`src/rtl/gpio_pkg.sv`:
```
// Shared GPIO constants and the small enums used by the debounce block.
package gpio_pkg;

  localparam int GPIO_WIDTH     = 8;
  localparam int GPIO_CNT_WIDTH = 4;

  // Tick qualifier: wait for the synchronizer to fill, then for a real low level.
  typedef enum logic [1:0] {
    TS_FILL0    = 2'd0,
    TS_FILL1    = 2'd1,
    TS_WAIT_LOW = 2'd2,
    TS_RUN      = 2'd3
  } tick_state_t;

  typedef enum logic [1:0] {
    PA_HOLD   = 2'd0,
    PA_CLEAR  = 2'd1,
    PA_COUNT  = 2'd2,
    PA_ACCEPT = 2'd3
  } pin_action_t;

endpackage

```
`src/rtl/gpio_sync.sv`:
```
// Two-flop synchronizer for a vector of independent asynchronous levels.
module gpio_sync #(
  parameter int WIDTH = 1
) (
  input  logic             clk,
  input  logic             rst_n,
  input  logic [WIDTH-1:0] d,
  output logic [WIDTH-1:0] q
);

  logic [WIDTH-1:0] meta_q;
  logic [WIDTH-1:0] sync_q;

  always_ff @(posedge clk or negedge rst_n) begin
    if (!rst_n) begin
      meta_q <= '0;
      sync_q <= '0;
    end else begin
      meta_q <= d;
      sync_q <= meta_q;
    end
  end

  assign q = sync_q;

endmodule

```
`src/rtl/gpio_debounce.sv`:
```
// Per-pin debouncer: a pin change is accepted after thr consecutive differing
// samples taken on rising edges of the synchronized divided clock.
module gpio_debounce
  import gpio_pkg::*;
#(
  parameter int               WIDTH     = GPIO_WIDTH,
  parameter int               CNT_WIDTH = GPIO_CNT_WIDTH,
  parameter logic [WIDTH-1:0] RESET_VAL = '0
) (
  input  logic                 clk,
  input  logic                 rst_n,
  input  logic                 div_clk,
  input  logic [WIDTH-1:0]     pins_in,
  input  logic                 en,
  input  logic [CNT_WIDTH-1:0] stable_cycles,
  output logic [WIDTH-1:0]     pins_out,
  output logic [WIDTH-1:0]     rise,
  output logic [WIDTH-1:0]     fall,
  output logic                 changed
);

  localparam logic [CNT_WIDTH:0] ONE = {{CNT_WIDTH{1'b0}}, 1'b1};

  logic [WIDTH-1:0]   sync_pin;
  logic               sync_div;
  logic               div_q;
  logic               tick;
  logic [CNT_WIDTH:0] thr;
  tick_state_t        ts_q;
  tick_state_t        ts_d;

  gpio_sync #(.WIDTH(WIDTH)) u_pin_sync (
    .clk   (clk),
    .rst_n (rst_n),
    .d     (pins_in),
    .q     (sync_pin)
  );

  gpio_sync #(.WIDTH(1)) u_div_sync (
    .clk   (clk),
    .rst_n (rst_n),
    .d     (div_clk),
    .q     (sync_div)
  );

  always_ff @(posedge clk or negedge rst_n) begin
    if (!rst_n) begin
      div_q <= 1'b0;
      ts_q  <= TS_FILL0;
    end else begin
      div_q <= sync_div;
      ts_q  <= ts_d;
    end
  end

  // The synchronizer output is only meaningful after two edges; a div_clk that
  // is already high at release must be seen low before it may tick.
  always_comb begin
    ts_d = ts_q;
    case (ts_q)
      TS_FILL0:    ts_d = TS_FILL1;
      TS_FILL1:    ts_d = TS_WAIT_LOW;
      TS_WAIT_LOW: if (!sync_div) ts_d = TS_RUN;
      TS_RUN:      ts_d = TS_RUN;
      default:     ts_d = TS_FILL0;
    endcase
  end

  assign tick = (ts_q == TS_RUN) & sync_div & ~div_q;
  assign thr  = (stable_cycles == '0) ? ONE : {1'b0, stable_cycles};

  for (genvar i = 0; i < WIDTH; i++) begin : g_pin
    logic [CNT_WIDTH-1:0] count;
    logic [CNT_WIDTH:0]   count_inc;
    logic                 out_r;
    logic                 rise_r;
    logic                 fall_r;
    pin_action_t          action;

    // One bit wider than the counter so a lowered threshold cannot wrap.
    assign count_inc = {1'b0, count} + ONE;

    always_comb begin
      action = PA_HOLD;
      if (!en) begin
        action = PA_CLEAR;
      end else if (tick) begin
        if (sync_pin[i] == out_r)  action = PA_CLEAR;
        else if (count_inc >= thr) action = PA_ACCEPT;
        else                       action = PA_COUNT;
      end
    end

    always_ff @(posedge clk or negedge rst_n) begin
      if (!rst_n) begin
        count  <= '0;
        out_r  <= RESET_VAL[i];
        rise_r <= 1'b0;
        fall_r <= 1'b0;
      end else begin
        rise_r <= 1'b0;
        fall_r <= 1'b0;
        case (action)
          PA_CLEAR: count <= '0;
          PA_COUNT: count <= count_inc[CNT_WIDTH-1:0];
          PA_ACCEPT: begin
            count  <= '0;
            out_r  <= sync_pin[i];
            rise_r <= sync_pin[i];
            fall_r <= ~sync_pin[i];
          end
          default: count <= count;
        endcase
      end
    end

    assign pins_out[i] = out_r;
    assign rise[i]     = rise_r;
    assign fall[i]     = fall_r;
  end

  assign changed = |(rise | fall);

endmodule

```
`config.mk`:
```
export PLATFORM = sky130hd
export DESIGN_NAME = gpio_debounce
export DESIGN_NICKNAME = d
export VERILOG_FILES = /design/src/rtl/gpio_pkg.sv /design/src/rtl/gpio_sync.sv /design/src/rtl/gpio_debounce.sv
export SDC_FILE = /design/constraint.sdc
export NUM_CORES = 1
export LEC_CHECK = 0
export CAP_MARGIN = 20
export CELL_PAD_IN_SITES_DETAIL_PLACEMENT = 0
export CELL_PAD_IN_SITES_GLOBAL_PLACEMENT = 1
export CORE_ASPECT_RATIO = 0.9
export CORE_MARGIN = 8
export CORE_UTILIZATION = 41
export CTS_CLUSTER_SIZE = 28
export DETAILED_ROUTE_END_ITERATION = 6
export GPL_ROUTABILITY_DRIVEN = 0
export HOLD_SLACK_MARGIN = 0.12
export PLACE_DENSITY = 0.79
export SETUP_SLACK_MARGIN = 0.02
export SLEW_MARGIN = 20
export SYNTH_ARGS = -nofsm -noshare
export SYNTH_HDL_FRONTEND = slang
export SYNTH_SLANG_ARGS = --single-unit
```
`constraint.sdc`:
```
create_clock -name clk -period 2 [get_ports clk]
set_input_delay 0.5 -clock clk [delete_from_list [all_inputs] [get_ports clk]]
set_output_delay 0.5 -clock clk [all_outputs]
set_load 0.005 [all_outputs]
```
==> qor.yml, run 1 <==
drv_cap: 0
fin_area_um2: 5180
crit_required_ns: 2.25
root_buffer: "clkbuf_8"
cts_buffers: 9
path_clk_slew_ns: 0.07
grt_pass1_vias: 2906
filler_cell_count: 832
io_buffers: 40
max_freq_ghz: 0.466
wl_per_cell_um: 15.7
mostFrequentLayoutCells: "dfrtp_1 (75), nor2_1 (41), buf_4 (39)"
wl_um: 8740
vias_per_cell: 5.08
synth_cell_type_count: 38
synth.avg_cell_area_um2: 11.1
layout-drive-gt1-share_pct: 28.4
ys_seq_area_share_pct: 48.1
antenna_cells: 0
rsz0062_at_grt: "true"
netlist_instances: 361
synth-seq-cells: 77
clkLatencyLatePin_ns: 0.36
critPathKind: "register to register"
tightest_slew_ns: 0.441
worst_slack_ns: -0.145
htree_levels: 3
arrival_ns: 2.39
core_area_um2: 9570
ys_warn_count: 0
antenna_found_initial: 0
detail-route-antenna-nets: 0
status: "finished with violations"
grt_first_pass_wirelength_um: 14300
die_h_um: 110
area_delta_synth_final_pct: 29.3
peakVddDrop_mv: 0.466
setup_violations: 10
finalCritPeriodShare_pct: 107
final_nets: 474
critPathCaptureType: "register"
layout_commonest_cell: "dfrtp_1"
routed-via-count: 2822
min-delay-start: "u_pin_sync.meta_q[4]$_DFF_PN0_"
drc_errors: 0
fin_crit_ns: 2.14
grt_usage_pct: 14.0
placed_cell_area_um2: 4720
rr_startpoint: "g_pin[6].count[0]$_DFFE_PN0P_"
first_pass_iters: 4
crit_start: "g_pin[6].count[0]$_DFFE_PN0P_"
final_max_slew_viol_count: 0
leakagePower_nw: 2.27
path_max_fanout: 4
syn_area_um2: 4010
rows: 34
first_iter_violations: 114
dieWidth_um: 120
failed_checks: "setup timing"
dp_hpwl_um: 6370
finalHoldViolCount: 0
clockBufferDepth: 2
initial_core_util_pct: 41.9
grt_max_degree: 42
grt_overflow: 0
power_density_nw_per_um2: 815
pin_count: 41
max_slew_margin_pct: 70.3
cts_tree: "yes"
clock_sinks: 77
clock-skew-final_ns: 0.00774
startpoint_type: "register"
hold_path_class: "register to register"
power_mw: 4.22
dieArea_um2: 13200
synth_nets: 410
fin_util_pct: 54.1
==> registers in the layout, summed over array words and instances (netlist names), 2 cells and up <==
register           flops
u_pin_sync.q           8
g_pin.rise_r           8
g_pin.fall_r           8
u_pin_sync.meta_q      8
g_pin.out_r            8
g_pin.count           32
ts_q                   2
==> worst paths after layout <==
kind	endpoint	slack, ns	cells after the start
worst min-delay path	u_pin_sync.q[4]$_DFF_PN0_	0.35	0
worst max register to register	g_pin[6].out_r$_DFFE_PN0N_	-0.14	7
worst max-delay path	g_pin[6].out_r$_DFFE_PN0N_	-0.14	7
worst min register to register	u_pin_sync.q[4]$_DFF_PN0_	0.35	0
max in group asynchronous	g_pin[5].count[0]$_DFFE_PN0P_	0.89	3
min in group asynchronous	u_pin_sync.meta_q[7]$_DFF_PN0_	0.54	2
==> synthesized netlist by cell type <==
| master | number | area (um2) |
|---|---|---|
| and3b_1 | 6 | 52.6 |
| and4b_1 | 1 | 10.0 |
| nor2b_1 | 2 | 12.5 |
| or2_1 | 1 | 6.26 |
| xnor2_1 | 28 | 245 |
| a311o_1 | 7 | 70.1 |
| or3_1 | 7 | 43.8 |
| ha_1 | 33 | 413 |
| nand2b_1 | 10 | 62.6 |
| buf_4 | 24 | 180 |
| or2_2 | 1 | 6.26 |
| mux2i_1 | 7 | 70.1 |
| clkbuf_1 | 5 | 18.8 |
| nor2_1 | 41 | 154 |
| inv_1 | 3 | 11.3 |
| nor2b_4 | 1 | 13.8 |
| a21o_1 | 3 | 22.5 |
| nand4_1 | 1 | 6.26 |
| a21oi_4 | 1 | 16.3 |
| o21ai_0 | 6 | 30.0 |
| mux2_2 | 8 | 90.1 |
| buf_2 | 1 | 5.00 |
| a211oi_1 | 2 | 15.0 |
| maj3_2 | 1 | 11.3 |
| and2_1 | 2 | 12.5 |
| xor2_1 | 15 | 131 |
| nor4_1 | 11 | 68.8 |
| a21oi_1 | 15 | 75.1 |
| nand2_1 | 17 | 63.8 |
| dfrtp_1 | 77 | 1930 |
| o211ai_1 | 1 | 7.51 |
| a31oi_1 | 7 | 43.8 |
| a32o_1 | 3 | 30.0 |
| nand3_1 | 9 | 45.0 |
| mux2_4 | 1 | 15.0 |
| a21oi_2 | 1 | 8.76 |
| nor3_1 | 1 | 5.00 |
| a31o_2 | 1 | 8.76 |
==> cell type report <==
| cell class | count | area (um2) | share of cell area [%] |
|---|---|---|---|
| multi-input combinational | 251 | 2180 | 42.1 |
| sequential | 77 | 1930 | 37.2 |
| timing repair buffer | 83 | 734 | 14.2 |
| tap | 126 | 158 | 3.04 |
| clock buffer | 11 | 141 | 2.73 |
| clock inverter | 4 | 25.0 | 0.483 |
| inverter | 3 | 15.0 | 0.290 |
==> cells by family after synthesis <==
| logic type | synth area share [%] |
|---|---|
| fa+ha+maj | 10.6 |
| xor+xnor | 9.39 |
| buf+inv | 5.37 |
| simple gates | 14.0 |
| compound gates | 8.18 |
| flops | 48.1 |
| mux | 4.37 |
==> metal layers <==
metal	vias up	GRT usage (%)	part of all wire [%]
met3	11	4.31	4.5
li1	1377	-	-
met2	42	22.6	48
met1	1392	17.1	45
met4	0	6.41	1.6
met5	-	0	0
==> where the power goes <==
group	internal [mW]	switching, mW	leakage [nW]	total [mW]
Combinational	0.777	0.611	1.19	1.39
Clock	0.473	0.553	0.0812	1.03
Sequential	1.69	0.121	1.00	1.81
==> per-stage QoR <==
step / setup slack (ns) / instances / TNS [ns] / hold slack, ns
2_1_floorplan: -0.387 / 361 / -3.66 / 0.204
3_3_place_gp: -0.845 / 529 / -40.49 / 0.333
3_5_place_dp: -0.904 / 529 / -42.72 / 0.336
4_1_cts: -0.161 / 550 / -0.815 / 0.359
5_1_grt: -0.205 / 555 / -1.29 / 0.365
6_report: -0.145 / 555 / -0.580 / 0.354
==> worst max-delay path: stages, from the launching register on <==
cell	delay [ns]
dfrtp_1	0.38
ha_1	0.32
ha_1	0.28
a21o_1	0.18
maj3_2	0.33
a21oi_4	0.17
a21oi_2	0.08
mux2_4	0.30
==> repair_timing <==
item | CTS | global route
resized for setup | 30 | 25
gates cloned | 0 | 0
endpoints found under the setup margin | 57 | 27
hold buffers | 1 | 0
hold endpoints to repair | 16 | 0
pin swaps | 14 | 16
buffers inserted | 5 | 7
Note: power is estimated with default switching activity, not from simulation.
==> inputs of run 2 (changes only) <==
--- a/config.mk
+++ b/config.mk
@@ -15,7 +15,7 @@
 export DETAILED_ROUTE_END_ITERATION = 6
 export GPL_ROUTABILITY_DRIVEN = 0
 export HOLD_SLACK_MARGIN = 0.12
-export PLACE_DENSITY = 0.79
+export PLACE_DENSITY_LB_ADDON = 0.1
 export SETUP_SLACK_MARGIN = 0.02
 export SLEW_MARGIN = 20
 export SYNTH_ARGS = -nofsm -noshare
==> run 2 against run 1 <==
Compared with the run above:
- cell area increased by 2.2%
- highest routed layer unchanged
- count of clock-buffer cells in the layout increased by 2
- sequential share of layout area decreased by 0.79 points
- critical path type unchanged
- final cell count increased by 0.90%
- combinational power increased by 3%
- die area unchanged
- power increased by 6.0%
- largest cell class unchanged
- the flow still finishes with violations (setup timing)
==> qor.yml, run 2 (same netlist as run 1, synthesis figures left out) <==
min_path_cells: 0
regMostFlops: "g_pin.count"
layout-drive-gt1-share_pct: 29.7
grt.met3_usage_pct: 4.26
die_h_um: 110
hold_path_class: "register to register"
core_area_um2: 9570
clkLatencyLatePin_ns: 0.36
cp.depth: 7
tightest_slew_ns: 0.427
antenna_cells: 0
power_mw: 4.48
dp_hpwl_um: 6490
routed-via-count: 2810
crit_required_ns: 2.24
path_buf_inv: 0
critPathKind: "register to register"
path_max_fanout: 3
reg2reg_depth: 7
clock_sinks: 77
setup_violations: 6
grt_first_pass_wirelength_um: 14400
critPathMaxStageDelay_ns: 0.38
layout_commonest_cell: "dfrtp_1"
startpoint_type: "register"
grt_util_met2_pct: 21.9
area_delta_synth_final_pct: 32.1
finalHoldViolCount: 0
critPathCaptureType: "register"
clock-skew-final_ns: 0.00891
initial_core_util_pct: 41.9
cpMaxStageDelayCell: "dfrtp_1"
worst_slack_ns: -0.0824
io_buffers: 40
finalCritPeriodShare_pct: 104
path_clk_slew_ns: 0.08
fin_area_um2: 5300
pin_count: 41
grt_usage_pct: 14.2
max_slew_margin_pct: 71.3
dieArea_um2: 13200
clockBufferDepth: 2
dieWidth_um: 120
power_density_nw_per_um2: 845
mostFrequentLayoutCells: "dfrtp_1 (74), buf_4 (42), nor2_1 (40)"
detail-route-antenna-nets: 0
dp_slack_ns: -0.848
status: "finished with violations"
grt_max_degree: 37
max_freq_ghz: 0.480
busiest_layer: "met2"
grt_overflow: 0
root_buffer: "clkbuf_8"
drv_cap: 0
met1_usage_pct: 18.4
wl_um: 8740
drc_errors: 0
final_nets: 478
largest_register_ffs: 32
wl_per_cell_um: 15.6
fin_util_pct: 55.3
antenna_found_initial: 0
arrival_ns: 2.32
crit_chain: "ha_1 -> ha_1 -> a21o_1 -> maj3_2 -> a21oi_4 -> a21oi_2 -> mux2_4"
leakagePower_nw: 2.32
holdWs_ns: 0.345
fin_crit_ns: 2.08
cts_buffers: 9
failed_checks: "setup timing"
first_iter_violations: 118
placed_cell_area_um2: 4750
cts_tree: "yes"
htree_levels: 3
rsz0062_at_grt: "true"
peakVddDrop_mv: 0.596
path_delay_family: "adder cells"
crit_top_cell: "ha_1"
first_pass_iters: 4
final_max_slew_viol_count: 0
grt_pass1_vias: 2792
rows: 34
vias_per_cell: 5.02
run 2: changes by cell type in the layout (fill, tap and decap cells not counted), sizes merged:
cell,change
bufinv,+1
clkinvlp,-1
buf,+4
clkbuf,+3
clkdlybuf4s15,-1
clkinv,-1
run 2: worst paths after layout:
kind | startpoint | endpoint | slack (ns)
worst max-delay path | g_pin[6].count[0]$_DFFE_PN0P_ | g_pin[6].out_r$_DFFE_PN0N_ | -0.08
worst min-delay path | u_pin_sync.meta_q[0]$_DFF_PN0_ | u_pin_sync.q[0]$_DFF_PN0_ | 0.34
worst max register to register | g_pin[6].count[0]$_DFFE_PN0P_ | g_pin[6].out_r$_DFFE_PN0N_ | -0.08
worst min register to register | u_pin_sync.meta_q[0]$_DFF_PN0_ | u_pin_sync.q[0]$_DFF_PN0_ | 0.34
max in group asynchronous | rst_n | g_pin[2].count[0]$_DFFE_PN0P_ | 0.85
min in group asynchronous | rst_n | g_pin[4].count[2]$_DFFE_PN0P_ | 0.59
run 2: what timing repair did:
| item | 4_1_cts | 5_1_grt |
|---|---|---|
| setup endpoints to repair | 57 | 40 |
| resized for setup | 23 | 36 |
| endpoints found under the hold margin | 25 | 0 |
| setup buffers | 2 | 9 |
| hold buffers | 1 | 0 |
| pin swaps | 11 | 27 |
run 2: worst reg2reg max path, stage by stage (launching register included):
cell	delay, ns
dfrtp_1	0.38
ha_1	0.31
ha_1	0.28
a21o_1	0.16
maj3_2	0.31
a21oi_4	0.15
a21oi_2	0.07
mux2_4	0.29
run 2: where the power goes:
part	internal [mW]	switching, mW
clock	0.677	0.555
combinational	0.810	0.618
sequential	1.69	0.128
run 2: stage by stage:
stage	TNS [ns]	instances
after global placement	-41.52	532
final	-0.167	560
after CTS	-0.489	551
after floorplan	-3.66	361
after detailed placement	-41.04	532
after global routing	-0.733	560
run 2: layout make-up:
| cell class | count | area [um2] |
|---|---|---|
| fill | 826 | 4270 |
| multi-input combinational | 251 | 2210 |
| sequential | 77 | 1930 |
| timing repair buffer | 87 | 777 |
| clock buffer | 13 | 169 |
| tap | 126 | 158 |
| clock inverter | 3 | 42.5 |
| inverter | 3 | 15.0 |
run 2: routing by layer:
layer	wire, um	vias up
li1	-	1384
met1	4300	1375
met2	3950	41
met3	363	10
met4	130	0
met5	0	-
==> inputs of run 3 (changes only) <==
--- a/config.mk
+++ b/config.mk
@@ -17,6 +17,7 @@
 export HOLD_SLACK_MARGIN = 0.12
 export PLACE_DENSITY_LB_ADDON = 0.1
 export SETUP_SLACK_MARGIN = 0.02
+export SKIP_LAST_GASP = 1
 export SLEW_MARGIN = 20
 export SYNTH_ARGS = -nofsm -noshare
 export SYNTH_HDL_FRONTEND = slang
==> run 3 against run 2 <==
Compared with the run above:
- the flow still finishes with violations (setup timing)
- critical path depth did not move
- sequential share of layout area did not move
- cell area did not move
- worst hold slack barely moved
- worst setup slack barely moved
- first-iteration DRC count rose by 16%
- critical path type unchanged
==> qor.yml, run 3 (same netlist as run 1, synthesis figures left out) <==
final_nets: 478
clock_sinks: 77
dieArea_um2: 13200
seqPwrFrac_pct: 40.6
crit_path_end: "g_pin[6].out_r$_DFFE_PN0N_"
min_path_cells: 0
first_pass_iters: 4
layout-drive-gt1-share_pct: 29.7
dp_hpwl_um: 6490
swShare_pct: 29.1
power_density_nw_per_um2: 845
reg2reg_depth: 7
worst_slack_ns: -0.0824
failed_checks: "setup timing"
clockBufferDepth: 2
die_h_um: 110
cts_buffers: 9
layout.cells.non_filler: 560
status: "finished with violations"
grt_usage_pct: 14.2
critPathKind: "register to register"
path_clk_slew_ns: 0.08
clock-skew-final_ns: 0.00905
drc_errors: 0
first_iter_violations: 137
grt_first_pass_wirelength_um: 14400
wl_per_cell_um: 15.6
grt_overflow: 0
clkLatencyLatePin_ns: 0.36
pwr-share-clk_pct: 27.5
max_freq_ghz: 0.480
tightest_slew_ns: 0.427
filler_cell_count: 826
mostFrequentLayoutCells: "dfrtp_1 (74), buf_4 (42), nor2_1 (40)"
finalCritPeriodShare_pct: 104
critPathCaptureType: "register"
area_delta_synth_final_pct: 32.1
max_slew_margin_pct: 71.3
p_switching_mw: 1.30
arrival_ns: 2.32
regMostFlops: "g_pin.count"
final_max_slew_viol_count: 0
internal_power_mw: 3.18
wl_um: 8760
r2r_end: "g_pin[6].out_r$_DFFE_PN0N_"
cts_tree: "yes"
layout_commonest_cell: "dfrtp_1"
antenna_cells: 0
peakVddDrop_mv: 0.596
rows: 34
final.setup.tns_ns: -0.162
largest_register_ffs: 32
grt_pass1_vias: 2792
rsz0062_at_grt: "true"
drv_cap: 0
crit_start: "g_pin[6].count[0]$_DFFE_PN0P_"
path_max_fanout: 3
startpoint_type: "register"
hold_path_class: "register to register"
setup_violations: 5
routed-via-count: 2809
dp_cells: 532
vias_per_cell: 5.02
root_buffer: "clkbuf_8"
initial_core_util_pct: 41.9
fin_crit_ns: 2.08
pin_count: 41
io_buffers: 40
antenna_found_initial: 0
crit_required_ns: 2.24
core_area_um2: 9570
p_comb_share_pct: 31.9
rrSetupSlack_ns: -0.08
htree_levels: 3
dieWidth_um: 120
finalHoldViolCount: 0
grt_max_degree: 37
leakagePower_nw: 2.32
rr_startpoint: "g_pin[6].count[0]$_DFFE_PN0P_"
detail-route-antenna-nets: 0
-- run 3: cell counts in the layout (fill, tap and decap cells not counted) --
Identical to the previous run, type by type.
-- run 3: repair_timing --
item | 4_1_cts | 5_1_grt
pin swaps | 11 | 26
setup endpoints to repair | 57 | 40
hold buffers | 1 | 0
resized for setup | 23 | 36
hold endpoints to repair | 25 | 0
setup buffers | 2 | 9
-- run 3: how the worst min path moves through the flow --
stage	start	end	slack, ns
floorplan	rst_n	div_q$_DFF_PN0_	0.20
global placement	u_pin_sync.meta_q[7]$_DFF_PN0_	u_pin_sync.q[7]$_DFF_PN0_	0.33
detailed placement	u_pin_sync.meta_q[3]$_DFF_PN0_	u_pin_sync.q[3]$_DFF_PN0_	0.33
CTS	u_pin_sync.meta_q[3]$_DFF_PN0_	u_pin_sync.q[3]$_DFF_PN0_	0.35
global route	u_pin_sync.meta_q[1]$_DFF_PN0_	u_pin_sync.q[1]$_DFF_PN0_	0.36
finish	u_pin_sync.meta_q[0]$_DFF_PN0_	u_pin_sync.q[0]$_DFF_PN0_	0.34
-- run 3: cell type report --
cell class | count | area (um2) | area share [%]
Timing Repair Buffer | 87 | 777 | 14.7
Tap cell | 126 | 158 | 2.98
Inverter | 3 | 15.0 | 0.283
Clock buffer | 13 | 169 | 3.19
Sequential cell | 77 | 1930 | 36.4
Multi-Input combinational cell | 251 | 2210 | 41.6
Clock inverter | 3 | 42.5 | 0.803
-- run 3: routing by layer --
layer / vias up / GRT usage, % / routed length, um
met2: 42 / 21.9 / 3950
met5: - / 0 / 0
met4: 0 / 5.61 / 130
li1: 1385 / - / -
met1: 1372 / 18.4 / 4310
met3: 10 / 4.26 / 367
-- run 3: through the flow --
step	utilization [%]	setup WS, ns	cell area, um2	total power [mW]	hold slack, ns
5_1_grt	55.3	-0.135	5300	4.76	0.362
2_1_floorplan	-	-0.387	4110	2.63	0.204
3_3_place_gp	49.7	-0.846	4750	3.10	0.333
6_report	55.3	-0.0824	5300	4.48	0.345
3_5_place_dp	49.7	-0.848	4750	3.12	0.335
4_1_cts	52.1	-0.128	4980	4.38	0.352
-- run 3: critical path, cell delays in order, from the launching register on --
cell and delay (ns):
dfrtp_1 0.38, ha_1 0.31, ha_1 0.28, a21o_1 0.16, maj3_2 0.31, a21oi_4 0.15, a21oi_2 0.07, mux2_4 0.29
-- run 3: power by group through the flow --
stage	Sequential, mW	Clock, mW	Combinational (mW)
after global placement	1.83	0	1.26
after floorplan	1.81	0	0.819
after detailed placement	1.84	0	1.28
final	1.82	1.23	1.43
after global routing	1.84	1.35	1.58
after CTS	1.81	1.29	1.29
